## src/rtl/id_ex_operand_stage.sv

```systemverilog
// ID/EX operand stage: resolves A/B operands through EX/WB forwarding, detects
// load-use hazards, and registers operands plus control into the ID/EX register.
module id_ex_operand_stage #(
   parameter int WIDTH    = 32,
   parameter int RADDR    = 5,
   parameter int FLAG_REG = 31,
   parameter int CNT_W    = 16
) (
   input  logic             clk,
   input  logic             rst,
   input  logic             id_valid,
   input  logic [RADDR-1:0] id_AA,
   input  logic [RADDR-1:0] id_BA,
   input  logic             id_useA,
   input  logic             id_useB,
   input  logic [RADDR-1:0] id_DA,
   input  logic             id_RW,
   input  logic             id_MD,
   input  logic             id_MW,
   input  logic [4:0]       id_FS,
   input  logic [WIDTH-1:0] id_imm,
   input  logic             id_MB,
   input  logic [WIDTH-1:0] A_data,
   input  logic [WIDTH-1:0] B_data,
   input  logic             ex_fwd_RW,
   input  logic             ex_fwd_MD,
   input  logic [RADDR-1:0] ex_fwd_DA,
   input  logic [4:0]       ex_fwd_FS,
   input  logic [WIDTH-1:0] ex_fwd_result,
   input  logic [3:0]       ex_fwd_flags,
   input  logic             wb_RW,
   input  logic [RADDR-1:0] wb_DA,
   input  logic [4:0]       wb_FS,
   input  logic [WIDTH-1:0] wb_data,
   input  logic [3:0]       wb_flags,
   input  logic             flush,
   input  logic             hold,
   output logic             stall,
   output logic             ex_valid,
   output logic             ex_RW,
   output logic             ex_MD,
   output logic             ex_MW,
   output logic [RADDR-1:0] ex_DA,
   output logic [4:0]       ex_FS,
   output logic [WIDTH-1:0] ex_A,
   output logic [WIDTH-1:0] ex_B,
   output logic [WIDTH-1:0] ex_Bst,
   output logic [CNT_W-1:0] stall_count
);

   localparam logic [RADDR-1:0] FLAG_ADDR = RADDR'(FLAG_REG);

   logic [1:0][RADDR-1:0] op_addr;
   logic [1:0][WIDTH-1:0] op_raw;
   logic [1:0][WIDTH-1:0] op_val;
   logic [WIDTH-1:0]      ex_flag_word;
   logic [WIDTH-1:0]      wb_flag_word;

   assign op_addr[0]   = id_AA;
   assign op_addr[1]   = id_BA;
   assign op_raw[0]    = A_data;
   assign op_raw[1]    = B_data;
   assign ex_flag_word = {{(WIDTH-4){1'b0}}, ex_fwd_flags};
   assign wb_flag_word = {{(WIDTH-4){1'b0}}, wb_flags};

   genvar gi;
   generate
      for (gi = 0; gi < 2; gi++) begin : g_operand
         logic is_r0;
         logic is_flag;
         logic ex_rw_hit;
         logic wb_rw_hit;
         logic ex_flag_hit;
         logic wb_flag_hit;

         assign is_r0       = (op_addr[gi] == '0);
         assign is_flag     = (op_addr[gi] == FLAG_ADDR);
         assign ex_rw_hit   = ex_fwd_RW && (ex_fwd_DA == op_addr[gi]);
         assign wb_rw_hit   = wb_RW && (wb_DA == op_addr[gi]);
         // A register write to the flag register shadows a flag update from the same stage.
         assign ex_flag_hit = is_flag && (ex_fwd_FS != 5'd0) && !ex_rw_hit;
         assign wb_flag_hit = is_flag && (wb_FS != 5'd0) && !wb_rw_hit;

         assign op_val[gi] = is_r0                     ? op_raw[gi]    :
                             (ex_rw_hit && !ex_fwd_MD) ? ex_fwd_result :
                             ex_flag_hit               ? ex_flag_word  :
                             wb_rw_hit                 ? wb_data       :
                             wb_flag_hit               ? wb_flag_word  :
                                                         op_raw[gi];
      end
   endgenerate

   logic load_in_ex;
   logic hazard_a;
   logic hazard_b;

   assign load_in_ex = ex_fwd_MD && ex_fwd_RW && (ex_fwd_DA != '0);
   assign hazard_a   = id_useA && (id_AA == ex_fwd_DA);
   assign hazard_b   = id_useB && (id_BA == ex_fwd_DA);
   assign stall      = id_valid && load_in_ex && (hazard_a || hazard_b) && !flush;

   logic             ex_valid_reg;
   logic             ex_RW_reg;
   logic             ex_MD_reg;
   logic             ex_MW_reg;
   logic [RADDR-1:0] ex_DA_reg;
   logic [4:0]       ex_FS_reg;
   logic [WIDTH-1:0] ex_A_reg;
   logic [WIDTH-1:0] ex_B_reg;
   logic [WIDTH-1:0] ex_Bst_reg;
   logic [CNT_W-1:0] stall_count_reg;

   always_ff @(posedge clk) begin
      if (rst) begin
         ex_valid_reg    <= 1'b0;
         ex_RW_reg       <= 1'b0;
         ex_MD_reg       <= 1'b0;
         ex_MW_reg       <= 1'b0;
         ex_DA_reg       <= '0;
         ex_FS_reg       <= '0;
         ex_A_reg        <= '0;
         ex_B_reg        <= '0;
         ex_Bst_reg      <= '0;
         stall_count_reg <= '0;
      end else if (!hold) begin
         if (flush || stall || !id_valid) begin
            ex_valid_reg <= 1'b0;
            ex_RW_reg    <= 1'b0;
            ex_MD_reg    <= 1'b0;
            ex_MW_reg    <= 1'b0;
            ex_DA_reg    <= '0;
            ex_FS_reg    <= '0;
            ex_A_reg     <= '0;
            ex_B_reg     <= '0;
            ex_Bst_reg   <= '0;
         end else begin
            ex_valid_reg <= 1'b1;
            ex_RW_reg    <= id_RW;
            ex_MD_reg    <= id_MD;
            ex_MW_reg    <= id_MW;
            ex_DA_reg    <= id_DA;
            ex_FS_reg    <= id_FS;
            ex_A_reg     <= op_val[0];
            ex_B_reg     <= id_MB ? id_imm : op_val[1];
            ex_Bst_reg   <= op_val[1];
         end
         if (stall && (stall_count_reg != '1))
            stall_count_reg <= stall_count_reg + 1'b1;
      end
   end

   assign ex_valid    = ex_valid_reg;
   assign ex_RW       = ex_RW_reg;
   assign ex_MD       = ex_MD_reg;
   assign ex_MW       = ex_MW_reg;
   assign ex_DA       = ex_DA_reg;
   assign ex_FS       = ex_FS_reg;
   assign ex_A        = ex_A_reg;
   assign ex_B        = ex_B_reg;
   assign ex_Bst      = ex_Bst_reg;
   assign stall_count = stall_count_reg;

endmodule

```

## config.mk

```make
export PLATFORM = sky130hd
export DESIGN_NAME = id_ex_operand_stage
export DESIGN_NICKNAME = d
export VERILOG_FILES = /design/src/rtl/id_ex_operand_stage.sv
export SDC_FILE = /design/constraint.sdc
export NUM_CORES = 1
export LEC_CHECK = 0
export ABC_AREA = 1
export CELL_PAD_IN_SITES_DETAIL_PLACEMENT = 1
export CELL_PAD_IN_SITES_GLOBAL_PLACEMENT = 1
export CORE_MARGIN = 2
export CORE_UTILIZATION = 27
export CTS_CLUSTER_DIAMETER = 120
export CTS_CLUSTER_SIZE = 14
export DETAILED_ROUTE_END_ITERATION = 8
export HOLD_SLACK_MARGIN = 0.02
export PLACE_DENSITY_LB_ADDON = 0.1
export REMOVE_ABC_BUFFERS = 1
export SYNTH_ARGS = -nofsm -noshare
export SYNTH_HDL_FRONTEND = slang
export SYNTH_SLANG_ARGS = --single-unit
```

## constraint.sdc

```tcl
create_clock -name clk -period 1.7 [get_ports clk]
set_input_delay 0.425 -clock clk [delete_from_list [all_inputs] [get_ports clk]]
set_output_delay 0.425 -clock clk [all_outputs]
set_load 0.02 [all_outputs]
```

==> flow_summary.yaml <==
layout:
  fill_cells: 4353
  layout_cells_sized_above_1_pct: 28.3
  finish.net_count: 2321
  layout.area.seq_um2: 2520
  area_growth_pct: 80.7
  multi_input_area_um2: 6780
clocking:
  clock_latency_ns: 0.45
  numClockSinks: 126
  cts_buffer_depth: 2
  cts_root_buf: "clkbuf_16"
  tritoncts_clock_tree: "built"
  clkSlewWorstSetupHoldPaths_ns: 0.06
  ctsHtreeMaxLevel: 4
  cts-buffers-inserted: 17
floorplan:
  num_io_pins: 349
  fp.coreArea_um2: 34500
  dieWidth_um: 191
  row_count: 68
  die_height_um: 191
  initial_core_util_pct: 27.3
  die-area_um2: 36400
sta:
  final-setup-viol-count: 39
  report.final.slew_viol_count: 0
  clock-skew-final_ns: 0.00460
  timing.fmax_mhz: 523
  final.min_clock_period_ns: 1.91
  worst_slew_margin_rel_pct: 68.9
  finalWorstSetupSlack_ns: -0.214
  final_hold_viol_count: 0
  final.period_utilization_pct: 113
  timing_worst_slew_pin_value_ns: 0.466
  fin_hold_ws_ns: 0.393
  grt_setup_unrepaired: "yes"
hold_path:
  hold_path_depth: 2
  hold_path.class: "primary input to register"
  hp-start: "rst"
power_and_ir_drop:
  p_total_mw: 9.50
  switchingPower_mw: 2.95
  ir_worst_vdd_mv: 0.739
  pwr-share-comb_pct: 27.6
  power-per-cell-area_nw_per_um2: 558
  static-leakage-power_nw: 8.27
  power_switching_share_pct: 31.1
  pwr-share-seq_pct: 32.3
  clockPowerShare_pct: 40.1
  power_report.internal_total_mw: 6.55
setup_path:
  timing.critical_path.from: "id_AA[4]"
  cp_data_required_time_ns: 1.27
  worst-path-max-fanout: 2
  critPathArrivalTime_ns: 1.49
  worstRegToRegCells: 9
  critPathLaunchType: "primary input"
  critPathCaptureType: "primary output"
  path_class: "primary input to primary output"
  timing.rr.start: "stall_count[0]"
routing:
  antenna_violating_nets_post_route: 0
  postRouteWirelength_um: 53000
  drt_iter0_markers: 512
  met3WireLength_um: 2930
  routedWlPerCell_um: 20.6
  via_per_inst: 4.91
  number_of_optimization_iterations_in_the_first_detailed_route_pass: 5
  amount_of_wire_on_met2_after_detailed_routing_um: 25600
  drt-met1-wl_um: 22800
  drt_drc_violations_left: 0
  topRoutingLayerUsed: "met5"
  vias: 12600
synthesis:
  synth_area_leader: "dfxtp_1"
  yosys.area_share.adder_pct: 0.133
  syn-cell-area_um2: 9420
  ys_seq_elements: 126
  ys.warnings.count: 0
  synth_top_cells_by_area: "dfxtp_1, nand2_1, inv_1"
  syn_avg_cell_area_um2: 5.66
  synth_xor_area_share_pct: 1.49
  synth_compound_gate_area_share_pct: 11.0
  yosysUniqueCellTypes: 34
  sequential_area_share_after_synthesis_pct: 26.8
  post_synth_and_or_nand_nor_area_fraction_pct: 45.7
  netlist_instances: 1664
  synthDominantCellAreaShare_pct: 26.8
  synthMuxAreaShare_pct: 0
  combinational_family_with_the_most_area_after_synthesis: "simple AND/OR/NAND/NOR gates"
placed_design:
  placement.io_buffers: 348
  dp_hpwl_um: 33800
  minimum_setup_slack_after_placement_ns: -1.23
  place.gp.congestion: 0.829
grt:
  grtUsageTotal_pct: 27.6
  grt_max_degree: 75
  grt_pass1_vias: 12600
  wire_length_of_the_first_global_routing_pass_um: 75200
  antenna_found_initial: 11
  globalRouteOverflowTotal: 0
job:
  cap_violations: 0
status:
  violations: "setup timing"
  run_status: "complete, but fails checks"
==> logic make-up (layout without fill, tap and decap cells) <==
family                     Yosys count  in the layout
AOI/OAI and AO/OA                  202            202
xor gates and xnor gates            16             16
adders and majority gates            1              1
buffers and inverters              338            781
DFF                                126            126
other                                0              5
and+or+nand+nor                    981            984
==> stage by stage <==
stage                     TNS [ns]  util [%]  instance area [um2]  instances
after floorplan            -102.59         -                 8920       1568
after global placement     -120.95      40.6                14000       2466
after detailed placement   -125.39      40.6                14000       2466
after CTS                   -0.400      45.1                15600       2544
after global routing         -5.18      49.4                17000       2568
final                        -1.58      49.4                17000       2570
==> power groups by stage <==
stage	logic (mW)	registers, mW	clock network [mW]
after detailed placement	2.10	3.13	0
after CTS	2.30	3.06	3.90
final	2.62	3.06	3.81
after global placement	2.07	3.13	0
after global routing	2.83	3.07	3.99
after floorplan	0.718	3.21	0
==> cells in the mapped netlist, drive strengths merged <==
master / instances
or2: 28
xor2: 8
a21oi: 126
buf: 40
xnor2: 8
inv: 214
o22ai: 1
nor2: 161
and3: 1
clkbuf: 56
a211oi: 1
o21ai: 69
nand3: 123
nand2: 582
dfxtp: 126
nand4: 40
ha: 1
nor3: 12
o211ai: 4
nand3b: 34
a41oi: 1
clkinv: 28
==> final cells by class <==
| type | count | area share, % |
|---|---|---|
| clock inverters | 10 | 0.662 |
| repair buffers | 508 | 32.9 |
| diodes | 5 | 0.0735 |
| inverters | 242 | 5.61 |
| flip-flops and latches | 126 | 14.8 |
| clock buffers | 21 | 2.76 |
| multi-input cells | 1203 | 39.9 |
| well taps | 455 | 3.34 |
==> per-layer routing <==
layer | track usage [%] | up-vias
li1 | - | 6051
met1 | 34.4 | 6098
met2 | 45.9 | 372
met3 | 6.05 | 80
met4 | 11.2 | 10
met5 | 0 | -
==> layout by cell type, fill, tap and decap left out, types with 28 or more instances in the layout <==
| cell | count |
|---|---|
| inv_2 | 31 |
| nand2_1 | 463 |
| nand3b_1 | 34 |
| nand3_2 | 48 |
| dfxtp_1 | 124 |
| dlygate4sd2_1 | 119 |
| or2_2 | 28 |
| o21ai_0 | 47 |
| buf_12 | 39 |
| nor2_2 | 39 |
| nand2_2 | 102 |
| nor2_1 | 112 |
| buf_4 | 75 |
| a21oi_1 | 84 |
| nand4_1 | 40 |
| a21oi_2 | 41 |
| inv_1 | 188 |
| nand3_1 | 50 |
| clkdlybuf4s50_1 | 185 |
==> worst paths after layout <==
path	to	slack, ns
worst min-delay path	ex_B[29]	0.39
worst min register to register	ex_A[21]	0.46
worst max-delay path	stall	-0.21
worst max register to register	stall_count[8]	0.06
==> what timing repair did <==
| item | CTS | global route |
|---|---|---|
| resized for setup | 337 | 374 |
| setup endpoints to repair | 253 | 128 |
| hold buffers | 0 | 0 |
| pin swaps | 31 | 195 |
| setup buffers | 34 | 26 |
| cloned | 18 | 8 |
==> critical path: stages <==
cell and delay [ns]:
buf_8 0.10, xor2_2 0.16, nor2_2 0.17, and3_4 0.23, nand2_4 0.05, nand2_4 0.07
nand3_2 0.07, inv_2 0.08, buf_6 0.12
(Power assumes the default switching activity.)
